===== src/rtl/square_plot_pkg.sv =====
// Shared widths, FSM encodings and request record for the VGA square drawers.
// Imported by the plotter arbiter, the VGA top and any other pixel producers.
package square_plot_pkg;

   localparam int X_W = 8;
   localparam int Y_W = 7;
   localparam int C_W = 3;

   typedef enum logic [1:0] {
      ST_IDLE = 2'd0,
      ST_DRAW = 2'd1,
      ST_DONE = 2'd2
   } state_t;

   typedef struct packed {
      logic [X_W-1:0] x;
      logic [Y_W-1:0] y;
      logic [C_W-1:0] colour;
   } sq_req_t;

endpackage


===== src/rtl/square_plot_arbiter_rr.sv =====
// Two-input round-robin grant, combinational from req when enabled; the
// last_grant pointer only moves on an accepted grant, so a dropped request costs nothing.
module rr_arbiter2 (
   input  logic       clock,
   input  logic       resetN,
   input  logic       en_i,
   input  logic [1:0] req_i,
   input  logic       accept_i,
   output logic [1:0] gnt_o
);

   logic last_grant_q;
   logic last_grant_d;

   // On a conflict the requester that did not win last time gets the grant.
   always_comb begin
      gnt_o = 2'b00;
      if (en_i) begin
         case (req_i)
            2'b01:   gnt_o = 2'b01;
            2'b10:   gnt_o = 2'b10;
            2'b11:   gnt_o = last_grant_q ? 2'b01 : 2'b10;
            default: gnt_o = 2'b00;
         endcase
      end
   end

   always_comb begin
      last_grant_d = last_grant_q;
      if (accept_i && (gnt_o != 2'b00)) begin
         last_grant_d = gnt_o[1];
      end
   end

   always_ff @(posedge clock) begin
      if (!resetN) begin
         last_grant_q <= 1'b1;
      end else begin
         last_grant_q <= last_grant_d;
      end
   end

endmodule


===== src/rtl/square_plot_arbiter.sv =====
// Arbitrates two square-draw requesters and rasterises one SIZE x SIZE square at a time,
// one pixel per cycle; handshake only in IDLE, so a square takes SIZE*SIZE+2 cycles.
module square_plot_arbiter
   import square_plot_pkg::*;
#(
   parameter int SIZE = 4
) (
   input  logic           clock,
   input  logic           resetN,
   input  logic           req0_valid,
   input  logic [X_W-1:0] req0_x,
   input  logic [Y_W-1:0] req0_y,
   input  logic [C_W-1:0] req0_colour,
   output logic           req0_ready,
   input  logic           req1_valid,
   input  logic [X_W-1:0] req1_x,
   input  logic [Y_W-1:0] req1_y,
   input  logic [C_W-1:0] req1_colour,
   output logic           req1_ready,
   output logic [X_W-1:0] x_out,
   output logic [Y_W-1:0] y_out,
   output logic [C_W-1:0] colour_out,
   output logic           plot,
   output logic           busy,
   output logic           done
);

   localparam int CW = (SIZE > 1) ? $clog2(SIZE) : 1;
   localparam logic [CW-1:0] IMAX = CW'(SIZE - 1);

   state_t        state_q;
   state_t        state_d;
   sq_req_t       sq_q;
   sq_req_t       sq_d;
   logic [CW-1:0] ix_q;
   logic [CW-1:0] ix_d;
   logic [CW-1:0] iy_q;
   logic [CW-1:0] iy_d;
   logic [1:0]    gnt;
   logic          hs;
   logic          last_px;
   sq_req_t       req0;
   sq_req_t       req1;

   assign req0 = '{x: req0_x, y: req0_y, colour: req0_colour};
   assign req1 = '{x: req1_x, y: req1_y, colour: req1_colour};

   rr_arbiter2 u_arb (
      .clock    (clock),
      .resetN   (resetN),
      .en_i     (state_q == ST_IDLE),
      .req_i    ({req1_valid, req0_valid}),
      .accept_i (hs),
      .gnt_o    (gnt)
   );

   assign hs         = |gnt;
   assign req0_ready = gnt[0];
   assign req1_ready = gnt[1];
   assign last_px    = (ix_q == IMAX) && (iy_q == IMAX);

   always_ff @(posedge clock) begin
      if (!resetN) begin
         state_q <= ST_IDLE;
      end else begin
         state_q <= state_d;
      end
   end

   always_comb begin
      state_d = state_q;
      case (state_q)
         ST_IDLE: if (hs) state_d = ST_DRAW;
         ST_DRAW: if (last_px) state_d = ST_DONE;
         ST_DONE: state_d = ST_IDLE;
         default: state_d = ST_IDLE;
      endcase
   end

   always_comb begin
      plot = 1'b0;
      busy = 1'b0;
      done = 1'b0;
      case (state_q)
         ST_DRAW: begin
            plot = 1'b1;
            busy = 1'b1;
         end
         ST_DONE: begin
            busy = 1'b1;
            done = 1'b1;
         end
         default: ;
      endcase
   end

   // Request fields are captured only at the handshake; later input changes are ignored.
   always_comb begin
      sq_d = sq_q;
      ix_d = ix_q;
      iy_d = iy_q;
      if ((state_q == ST_IDLE) && hs) begin
         sq_d = gnt[1] ? req1 : req0;
         ix_d = '0;
         iy_d = '0;
      end else if (state_q == ST_DRAW) begin
         ix_d = ix_q + CW'(1);
         if (ix_q == IMAX) begin
            iy_d = iy_q + CW'(1);
         end
      end
   end

   always_ff @(posedge clock) begin
      if (!resetN) begin
         sq_q <= '0;
         ix_q <= '0;
         iy_q <= '0;
      end else begin
         sq_q <= sq_d;
         ix_q <= ix_d;
         iy_q <= iy_d;
      end
   end

   // Coordinates wrap modulo the port width; no clipping.
   assign x_out      = sq_q.x + X_W'(ix_q);
   assign y_out      = sq_q.y + Y_W'(iy_q);
   assign colour_out = sq_q.colour;

endmodule

===== config.mk =====
export PLATFORM = sky130hd
export DESIGN_NAME = square_plot_arbiter
export DESIGN_NICKNAME = d
export VERILOG_FILES = /design/src/rtl/square_plot_pkg.sv /design/src/rtl/square_plot_arbiter_rr.sv /design/src/rtl/square_plot_arbiter.sv
export SDC_FILE = /design/constraint.sdc
export NUM_CORES = 1
export LEC_CHECK = 0
export CAP_MARGIN = 10
export CORE_UTILIZATION = 44
export DETAILED_ROUTE_END_ITERATION = 16
export PLACE_DENSITY = 0.84
export SETUP_SLACK_MARGIN = 0.02
export SYNTH_ARGS = -nofsm -noshare
export SYNTH_HDL_FRONTEND = slang
export SYNTH_SLANG_ARGS = --single-unit

===== constraint.sdc =====
create_clock -name clock -period 4.8 [get_ports clock]
set_clock_uncertainty 0.05 [all_clocks]
set_input_delay 1.44 -clock clock [delete_from_list [all_inputs] [get_ports clock]]
set_output_delay 1.44 -clock clock [all_outputs]
set_load 0.05 [all_outputs]

==> results of run 1 <==
-- worst max-delay path: stages --
cell and delay (ps):
clkdlybuf4s50_1 590, nand2_1 110, a21oi_1 140, buf_4 220
-- synth_stat cells --
master,number
a211oi_2,2
a21boi_0,1
a21o_1,1
a21oi_1,6
a221o_1,10
a221o_2,8
and3_1,12
and3_2,9
buf_2,1
buf_4,3
buf_6,2
clkbuf_1,2
dfxtp_1,25
fa_1,2
ha_1,10
inv_1,4
mux2i_1,2
nand2_1,9
nand3_1,5
nand4_1,1
nor2_1,4
nor2b_1,2
o211a_1,1
o21ai_0,2
o21ai_1,1
xnor2_1,8
xor2_1,5
-- per-stage QoR --
stage | power (W) | cells | setup slack (ps)
2_1_floorplan | 0.000572 | 138 | 1030
3_3_place_gp | 0.000693 | 238 | 869
3_5_place_dp | 0.000701 | 238 | 805
4_1_cts | 0.000800 | 242 | 804
5_1_grt | 0.000835 | 242 | 726
6_report | 0.000796 | 242 | 812
-- layer usage --
layer  vias up  part of all wire  GRT usage
met1       595              0.45      0.250
met3         2             0.027     0.0268
met4         0            0.0080     0.0680
met2        27              0.51      0.388
li1        637                 -          -
met5         -                 0          0
-- worst min path at each step --
stage | startpoint | end | slack, ps | cells past startpoint
after floorplan | state_q[1]$_SDFFE_PN0P_ | state_q[1]$_SDFFE_PN0P_ | 400 | 2
after global placement | state_q[1]$_SDFFE_PN0P_ | state_q[1]$_SDFFE_PN0P_ | 410 | 2
after detailed placement | state_q[1]$_SDFFE_PN0P_ | state_q[1]$_SDFFE_PN0P_ | 440 | 2
after CTS | state_q[1]$_SDFFE_PN0P_ | state_q[1]$_SDFFE_PN0P_ | 460 | 2
after global routing | state_q[1]$_SDFFE_PN0P_ | state_q[1]$_SDFFE_PN0P_ | 500 | 2
final | state_q[1]$_SDFFE_PN0P_ | state_q[1]$_SDFFE_PN0P_ | 450 | 2
-- cell type report --
class / count / share of cell area
clock inverter: 1 / 0.00366
sequential: 25 / 0.244
multi-input combinational: 101 / 0.400
inverter: 4 / 0.00732
tap: 44 / 0.0268
timing repair buffer: 64 / 0.308
clock buffer: 3 / 0.0110
-- registers in the layout (all words and copies together), names as in the netlist --
register,count
sq_q,15
colour_out,3
ix_q,2
iy_q,2
state_q,2
u_arb.last_grant_q,1
-- power by group --
group / internal, W / leakage, nW / total, W / switching [W]
Clock: 0.0000319 / 0.0139 / 0.0000973 / 0.0000654
Combinational: 0.000167 / 0.689 / 0.000421 / 0.000255
Sequential: 0.000245 / 0.206 / 0.000277 / 0.0000322
-- cell families (layout without fill, tap and decap cells) --
family	after synthesis	after routing	synth area share
and+or+nand+nor	42	42	0.169
AOI/OAI and AO/OA	32	32	0.205
DFF	25	25	0.359
xor gates and xnor gates	13	13	0.0818
adders and majority gates	12	12	0.119
buffers and inverters	12	72	0.0521
muxes	2	2	0.0144
==> reports/metrics.yaml, run 1 <==
worst_pin_slew_ps: 1120
slew_viol_final: 0
clkSinkCount: 25
initial_core_util: 0.460
crit_fanout: 6
hold_buffers: 0
syn_nets: 190
final_common_cell: "clkdlybuf4s50_1"
finalCriticalPeriod_ps: 3990
cts-root-buf: "clkbuf_4"
worstReg2RegEnd: "colour_out[2]$_SDFFE_PN0P_"
ys_ff_latch: 25
clk_pin_slew_worst_paths_ps: 150
drt-pass1-iter-count: 5
end_kind: "output port"
vias: 1261
leakage_nw: 0.908
post-route-drc-count: 0
arrival_ps: 2500
postLayoutCellArea_um2: 2050
post-route-period-util: 0.831
timing.fmax_ghz: 0.251
syn-instance-count: 138
final.setup.tns_ps: 0
criticalPathCategory: "in -> out"
ir_drop_mv: 0.286
synth_cell_types: 27
syn-cell-area_um2: 1390
core_area_um2: 3030
area_growth_pct: 47.3
first_iter_violations: 36
cp.required_ps: 3310
power_density_nw_per_um2: 388
postCtsSetupBuffers: 0
rrSetupSlack_ps: 2790
place_area_um2: 2020
critical_path.startpoint: "req1_valid"
cts_buffer_depth: 2
antenna_found_initial: 0
multi_input_area_um2: 820
ios: 63
hold_ws_ps: 453
num-fill-cells: 235
drt-total-wl_mm: 3.36
grt_pass1_vias: 1246
synth_top_area_frac: 0.359
viasPerCell: 5.21
r2r_start: "state_q[0]$_SDFFE_PN0P_"
ant_nets: 0
drv_cap: 0
grt_pass1_wl_mm: 5.46
rows: 20
setup_viol: 0
tritoncts: "done"
utilization: 0.677
die_area_um2: 3390
hold_viol: 0
gp_congestion: 0.772
yosysSeqAreaShare: 0.359
start_kind: "input port"
io_buffers: 62
final_nets: 251
cp-endpoint: "req1_ready"
die_w_um: 58.3
yosysWarnings: 0
grt_max_degree: 25
synth_largest_area_cell: "dfxtp_1"
cts_resized: 0
die_h_um: 58.3
final_cell_mix: "60 x clkdlybuf4s50_1, 25 x dfxtp_1, 12 x and3_1"
synth_area_leaders: "dfxtp_1 36%, ha_1 9.0%, a221o_1 7.2%"
cts_made_buffers: 3
groute.usage.overall: 0.210
avgSynthCellArea_um2: 10.1
htreeDepth: 1
rsz0062_at_grt: "no"
hp-class: "reg -> reg"
reg2reg_depth: 5
clk_latency_ps: 330
status: "finished, final reports clean"
dp_hpwl_mm: 2.56
num_antenna_cells: 0
wire_per_inst_um: 13.9
slew_headroom: 0.247
drive_above_1_share: 0.136
overflow: 0
regArea_um2: 500
Note: power is estimated with default switching activity, not from simulation.
==> inputs of run 2 (changes only) <==
Settings changed: CORE_UTILIZATION 44 to 41, PLACE_DENSITY 0.84 to 0.79.
Clock period 4.8 ns to 4.12 ns, I/O delays scaled along.
==> reports/metrics.yaml, run 2 (same netlist as run 1, synthesis figures left out) <==
area_growth_pct: 50.0  # was 47.3%
crit_fanout: 3  # was 6
cp.required_ps: 2830  # was 3310 ps
vias: 1308  # was 1,261
drt-pass1-iter-count: 4  # was 5
drive_above_1_share: 0.145  # was 0.136
finalCriticalPeriod_ps: 3710
cts_resized: 0  # unchanged
post-route-drc-count: 0  # unchanged
gp_congestion: 0.744  # was 0.772
drt-total-wl_mm: 3.61  # was 3.36 mm
first_iter_violations: 54  # was 36
power_density_nw_per_um2: 454  # was 388 nW/um2
final_common_cell: "clkdlybuf4s50_1"  # unchanged
slew_headroom: 0.577  # was 0.247
die_area_um2: 3630  # was 3390 um2
hold_viol: 0  # unchanged
ant_nets: 0  # unchanged
htreeDepth: 1  # unchanged
arrival_ps: 2420  # was 2500 ps
dp_hpwl_mm: 2.77  # was 2.56 mm
met1Wirelength_mm: 1.47  # was 1.52 mm
drv_cap: 0  # unchanged
final.setup.tns_ps: 0  # unchanged
rsz0062_at_grt: "no"  # unchanged
worst_pin_slew_ps: 633  # was 1120 ps
postCtsSetupBuffers: 0  # unchanged
cts_buffer_depth: 2  # unchanged
die_h_um: 60.3  # was 58.3 um
slew_viol_final: 0  # unchanged
leakage_nw: 0.929  # was 0.908 nW
clk_pin_slew_worst_paths_ps: 150  # about the same
largest_reg_flops: 15  # unchanged
r2r_start: "state_q[1]$_SDFFE_PN0P_"  # was state_q[0]$_SDFFE_PN0P_
hold_buffers: 0  # unchanged
final_nets: 253  # was 251
die_w_um: 60.3  # was 58.3 um
slowest_delay_ps: 820  # was 590 ps
maxUsedRoutingLayer: "met4"  # unchanged
final_cell_mix: "60 x clkdlybuf4s50_1, 25 x dfxtp_1, 12 x and3_1"  # unchanged
reg2reg_depth: 6  # was 5
clkSinkCount: 25  # unchanged
num-fill-cells: 275  # was 235
core_area_um2: 3130  # was 3030 um2
dr_wl_met2_mm: 1.91  # was 1.72 mm
cts_made_buffers: 3  # unchanged
ios: 63  # unchanged
timing.fmax_ghz: 0.270
end_kind: "output port"  # unchanged
cp_slowest_cell: "clkdlybuf4s50_1"  # unchanged
tritoncts: "done"  # unchanged
whs_path_depth: 2  # unchanged
hold_ws_ps: 445  # was 453 ps
ir_drop_mv: 0.234  # was 0.286 mV
setup_viol: 0  # unchanged
grt_max_degree: 25  # unchanged
top_register: "sq_q"  # unchanged
io_buffers: 62  # unchanged
overflow: 0  # unchanged
groute.usage.overall: 0.220  # was 0.210
antenna_found_initial: 0  # unchanged
utilization: 0.668  # was 0.677
grt_pass1_wl_mm: 5.85  # was 5.46 mm
viasPerCell: 5.36  # was 5.21
hp-start: "state_q[1]$_SDFFE_PN0P_"  # unchanged
start_kind: "flop"  # was input port
wire_per_inst_um: 14.8  # was 13.9 um
rows: 20  # unchanged
critical_path.startpoint: "iy_q[0]$_SDFFE_PP0P_"  # was req1_valid
post-route-period-util: 0.900
initial_core_util: 0.445  # was 0.460
status: "finished, final reports clean"  # unchanged
crit_chain: "ha_1 > fa_1 > nand3_1 > xnor2_1 > clkdlybuf4s50_1"  # was clkdlybuf4s50_1 > nand2_1 > a21oi_1 > buf_4
grt_pass1_vias: 1284  # was 1,246
num_antenna_cells: 0  # unchanged
criticalPathCategory: "reg -> out"  # was in -> out
clk_latency_ps: 330  # about the same
dr_wl_met3_um: 138  # was 90 um
hp-class: "reg -> reg"  # unchanged
cts-root-buf: "clkbuf_4"  # unchanged
-- run 2: changes by cell type in the layout (fill, tap and decap cells not counted), sizes merged --
cell / delta
clkinvlp: -1
clkinv: +1
buf: +2
-- run 2: cell type report --
type | count | area (um2) | share of cell area
sequential | 25 | 500 | 0.240
timing repair buffer | 66 | 671 | 0.321
clock buffer | 3 | 22.5 | 0.0108
inverter | 4 | 15.0 | 0.00719
multi-input combinational | 101 | 820 | 0.392
tap | 44 | 55.1 | 0.0264
clock inverter | 1 | 5.00 | 0.00240
-- run 2: power by group --
part / switching, W / leakage [nW] / total [W] / internal [W]
clock: 0.0000766 / 0.0177 / 0.000113 / 0.0000365
combinational: 0.000302 / 0.705 / 0.000511 / 0.000210
sequential: 0.0000372 / 0.206 / 0.000323 / 0.000285
-- run 2: per-stage QoR --
step / total power (W) / setup slack, ps / cell area (um2) / cells
floorplan: 0.000667 / 760 / 1390 / 138
global placement: 0.000826 / 529 / 2060 / 240
detailed placement: 0.000839 / 449 / 2060 / 240
CTS: 0.000953 / 402 / 2090 / 244
global route: 0.00100 / 319 / 2090 / 244
finish: 0.000947 / 414 / 2090 / 244
-- run 2: layer usage --
layer,vias up,track usage
li1,639,-
met4,0,0.0997
met3,8,0.0281
met2,39,0.397
met5,-,0
met1,622,0.255
-- run 2: final timing paths --
path	end	slack, ps
min reg2reg	state_q[1]$_SDFFE_PN0P_	440
min	state_q[1]$_SDFFE_PN0P_	440
max reg2reg	sq_q[15]$_SDFFE_PN0P_	2150
max	y_out[4]	410
-- run 2: critical path: cells and delay by family (launching register included) --
| family | cells | cell delay, ps |
|---|---|---|
| xor+xnor | 1 | 130 |
| fa+ha+maj | 2 | 660 |
| buf+inv | 1 | 820 |
| flops | 1 | 370 |
| simple gates | 1 | 130 |
==> inputs of run 3 (changes only) <==
--- a/config.mk
+++ b/config.mk
@@ -9,3 +9,5 @@
 export CORE_UTILIZATION = 41
+export CTS_CLUSTER_SIZE = 8
 export DETAILED_ROUTE_END_ITERATION = 16
+export GPL_ROUTABILITY_DRIVEN = 0
 export PLACE_DENSITY = 0.79
==> constraint.sdc (replaced) <==
create_clock -name clock -period 4.12 [get_ports clock]
set_clock_uncertainty 0.05 [all_clocks]
set_input_delay 0.824 -clock clock [delete_from_list [all_inputs] [get_ports clock]]
set_output_delay 0.824 -clock clock [all_outputs]
set_load 0.05 [all_outputs]
==> reports/metrics.yaml, run 3 (same netlist as run 1, synthesis figures left out) <==
status: "finished, final reports clean"  # unchanged
final.setup.tns_ps: 0  # unchanged
end_kind: "output port"  # unchanged
drive_above_1_share: 0.131  # was 0.145
largest_reg_flops: 15  # unchanged
dp_hpwl_mm: 2.79  # was 2.77 mm
clkSinkCount: 25  # unchanged
grt_pass1_wl_mm: 6.00  # was 5.85 mm
cp_slowest_cell: "clkdlybuf4s50_1"  # unchanged
tritoncts: "done"  # unchanged
power_density_nw_per_um2: 455  # was 454 nW/um2
drv_cap: 0  # unchanged
reg2reg_depth: 6  # unchanged
final_cell_mix: "62 x clkdlybuf4s50_1, 25 x dfxtp_1, 12 x and3_1"  # was 60 x clkdlybuf4s50_1, 25 x dfxtp_1, 12 x and3_1
rrSetupSlack_ps: 2200  # was 2150 ps
setup_viol: 0  # unchanged
ios: 63  # unchanged
ant_nets: 0  # unchanged
vias: 1289  # was 1,308
post-route-drc-count: 0  # unchanged
arrival_ps: 2470  # was 2420 ps
cts-root-buf: "clkbuf_4"  # unchanged
die_h_um: 60.3  # unchanged
whs_path_depth: 2  # unchanged
core_area_um2: 3130  # unchanged
top_register: "sq_q"  # unchanged
drt-pass1-iter-count: 4  # unchanged
hp-start: "state_q[1]$_SDFFE_PN0P_"  # unchanged
drt-total-wl_mm: 3.65  # was 3.61 mm
cts_buffer_depth: 2  # unchanged
num_antenna_cells: 0  # unchanged
post-route-period-util: 0.811  # was 0.900
viasPerCell: 5.30  # was 5.36
worst_pin_slew_ps: 736  # was 633 ps
path_delay_family: "buffers and inverters"  # unchanged
start_kind: "input port"  # was flop
worstReg2RegEnd: "sq_q[16]$_SDFFE_PN0P_"  # was sq_q[15]$_SDFFE_PN0P_
htreeDepth: 1  # unchanged
hold_ws_ps: 448  # was 445 ps
cts_resized: 0  # unchanged
first_iter_violations: 76  # was 54
finalNonFillerCells: 243  # was 244
num-fill-cells: 260  # was 275
hp-class: "reg -> reg"  # unchanged
crit_buf_inv: 2  # was 1
io_buffers: 62  # unchanged
hold_viol: 0  # unchanged
antenna_found_initial: 0  # unchanged
crit_chain: "clkdlybuf4s50_1 > nand2_1 > a21oi_1 > clkdlybuf4s50_1"  # was ha_1 > fa_1 > nand3_1 > xnor2_1 > clkdlybuf4s50_1
slowest_delay_ps: 820  # about the same
overflow: 0  # unchanged
critPathMostFrequentCell: "clkdlybuf4s50_1"
initial_core_util: 0.445  # unchanged
final_common_cell: "clkdlybuf4s50_1"  # unchanged
cp.required_ps: 3250  # was 2830 ps
slew_viol_final: 0  # unchanged
die_w_um: 60.3  # unchanged
slew_headroom: 0.508  # was 0.577
grt_max_degree: 25  # unchanged
leakage_nw: 0.914  # was 0.929 nW
hold_buffers: 0  # unchanged
postCtsSetupBuffers: 0  # unchanged
rsz0062_at_grt: "no"  # unchanged
die_area_um2: 3630  # unchanged
cts_made_buffers: 3  # unchanged
criticalPathCategory: "in -> out"  # was reg -> out
wire_per_inst_um: 15.0  # was 14.8 um
timing.fmax_ghz: 0.299  # was 0.270 GHz
grt_pass1_vias: 1279  # was 1,284
dp_cells: 239  # was 240
area_growth_pct: 48.0  # was 50.0%
groute.usage.overall: 0.223  # was 0.220
crit_fanout: 6  # was 3
finalCriticalPeriod_ps: 3340  # was 3710 ps
holdPathEnd: "state_q[1]$_SDFFE_PN0P_"  # unchanged
rows: 20  # unchanged
ir_drop_mv: 0.278  # was 0.234 mV
r2r_start: "state_q[1]$_SDFFE_PN0P_"  # unchanged
clk_latency_ps: 340  # was 330 ps
clk_pin_slew_worst_paths_ps: 150  # about the same
final_nets: 252  # was 253
[run 3: worst reg2reg max path, cell delays in order, from the launching register on]
cell      delay, ps
dfxtp_1         360
inv_1           110
ha_1            280
nand2_1         120
a211oi_2        490
buf_4           290
a221o_1         180
[run 3: worst max-delay path by stage]
| stage | start | end | slack [ps] | depth (start not counted) |
|---|---|---|---|---|
| after global placement | req1_valid | req1_ready | 810 | 4 |
| after floorplan | ix_q[0]$_SDFFE_PP0N_ | x_out[2] | 1550 | 3 |
| after global routing | ix_q[0]$_SDFFE_PP0N_ | x_out[4] | 690 | 5 |
| after CTS | req0_valid | req0_ready | 780 | 4 |
| after detailed placement | req0_valid | req0_ready | 780 | 4 |
| final | req0_valid | req0_ready | 780 | 4 |
[run 3: final cells by class]
cell class,count,area (um2),area share
Clock buffer,3,22.5,0.0109
Timing Repair Buffer,65,643,0.312
Multi-Input combinational cell,101,820,0.398
Sequential cell,25,500,0.243
Tap cell,44,55.1,0.0267
Inverter,4,15.0,0.00729
Clock inverter,1,5.00,0.00243
[run 3: stage by stage]
step / util / setup WS [ps] / power [W] / area [um2]
global route: 0.659 / 692 / 0.000990 / 2060
finish: 0.659 / 779 / 0.000939 / 2060
detailed placement: 0.650 / 778 / 0.000825 / 2030
global placement: 0.650 / 815 / 0.000813 / 2030
CTS: 0.659 / 777 / 0.000941 / 2060
floorplan: - / 1550 / 0.000667 / 1390
[run 3: report_power, final]
group	internal [W]	leakage (nW)	switching, W
clock network	0.0000366	0.0177	0.0000806
logic	0.000200	0.690	0.000297
registers	0.000285	0.206	0.0000384
total	0.000522	0.914	0.000417
[run 3: layer usage]
| metal | vias up | wire [um] | global-route usage |
|---|---|---|---|
| li1 | 637 | - | - |
| met1 | 611 | 1550 | 0.268 |
| met2 | 35 | 1930 | 0.400 |
| met3 | 6 | 106 | 0.0325 |
| met4 | 0 | 64 | 0.0731 |
| met5 | - | 0 | 0 |
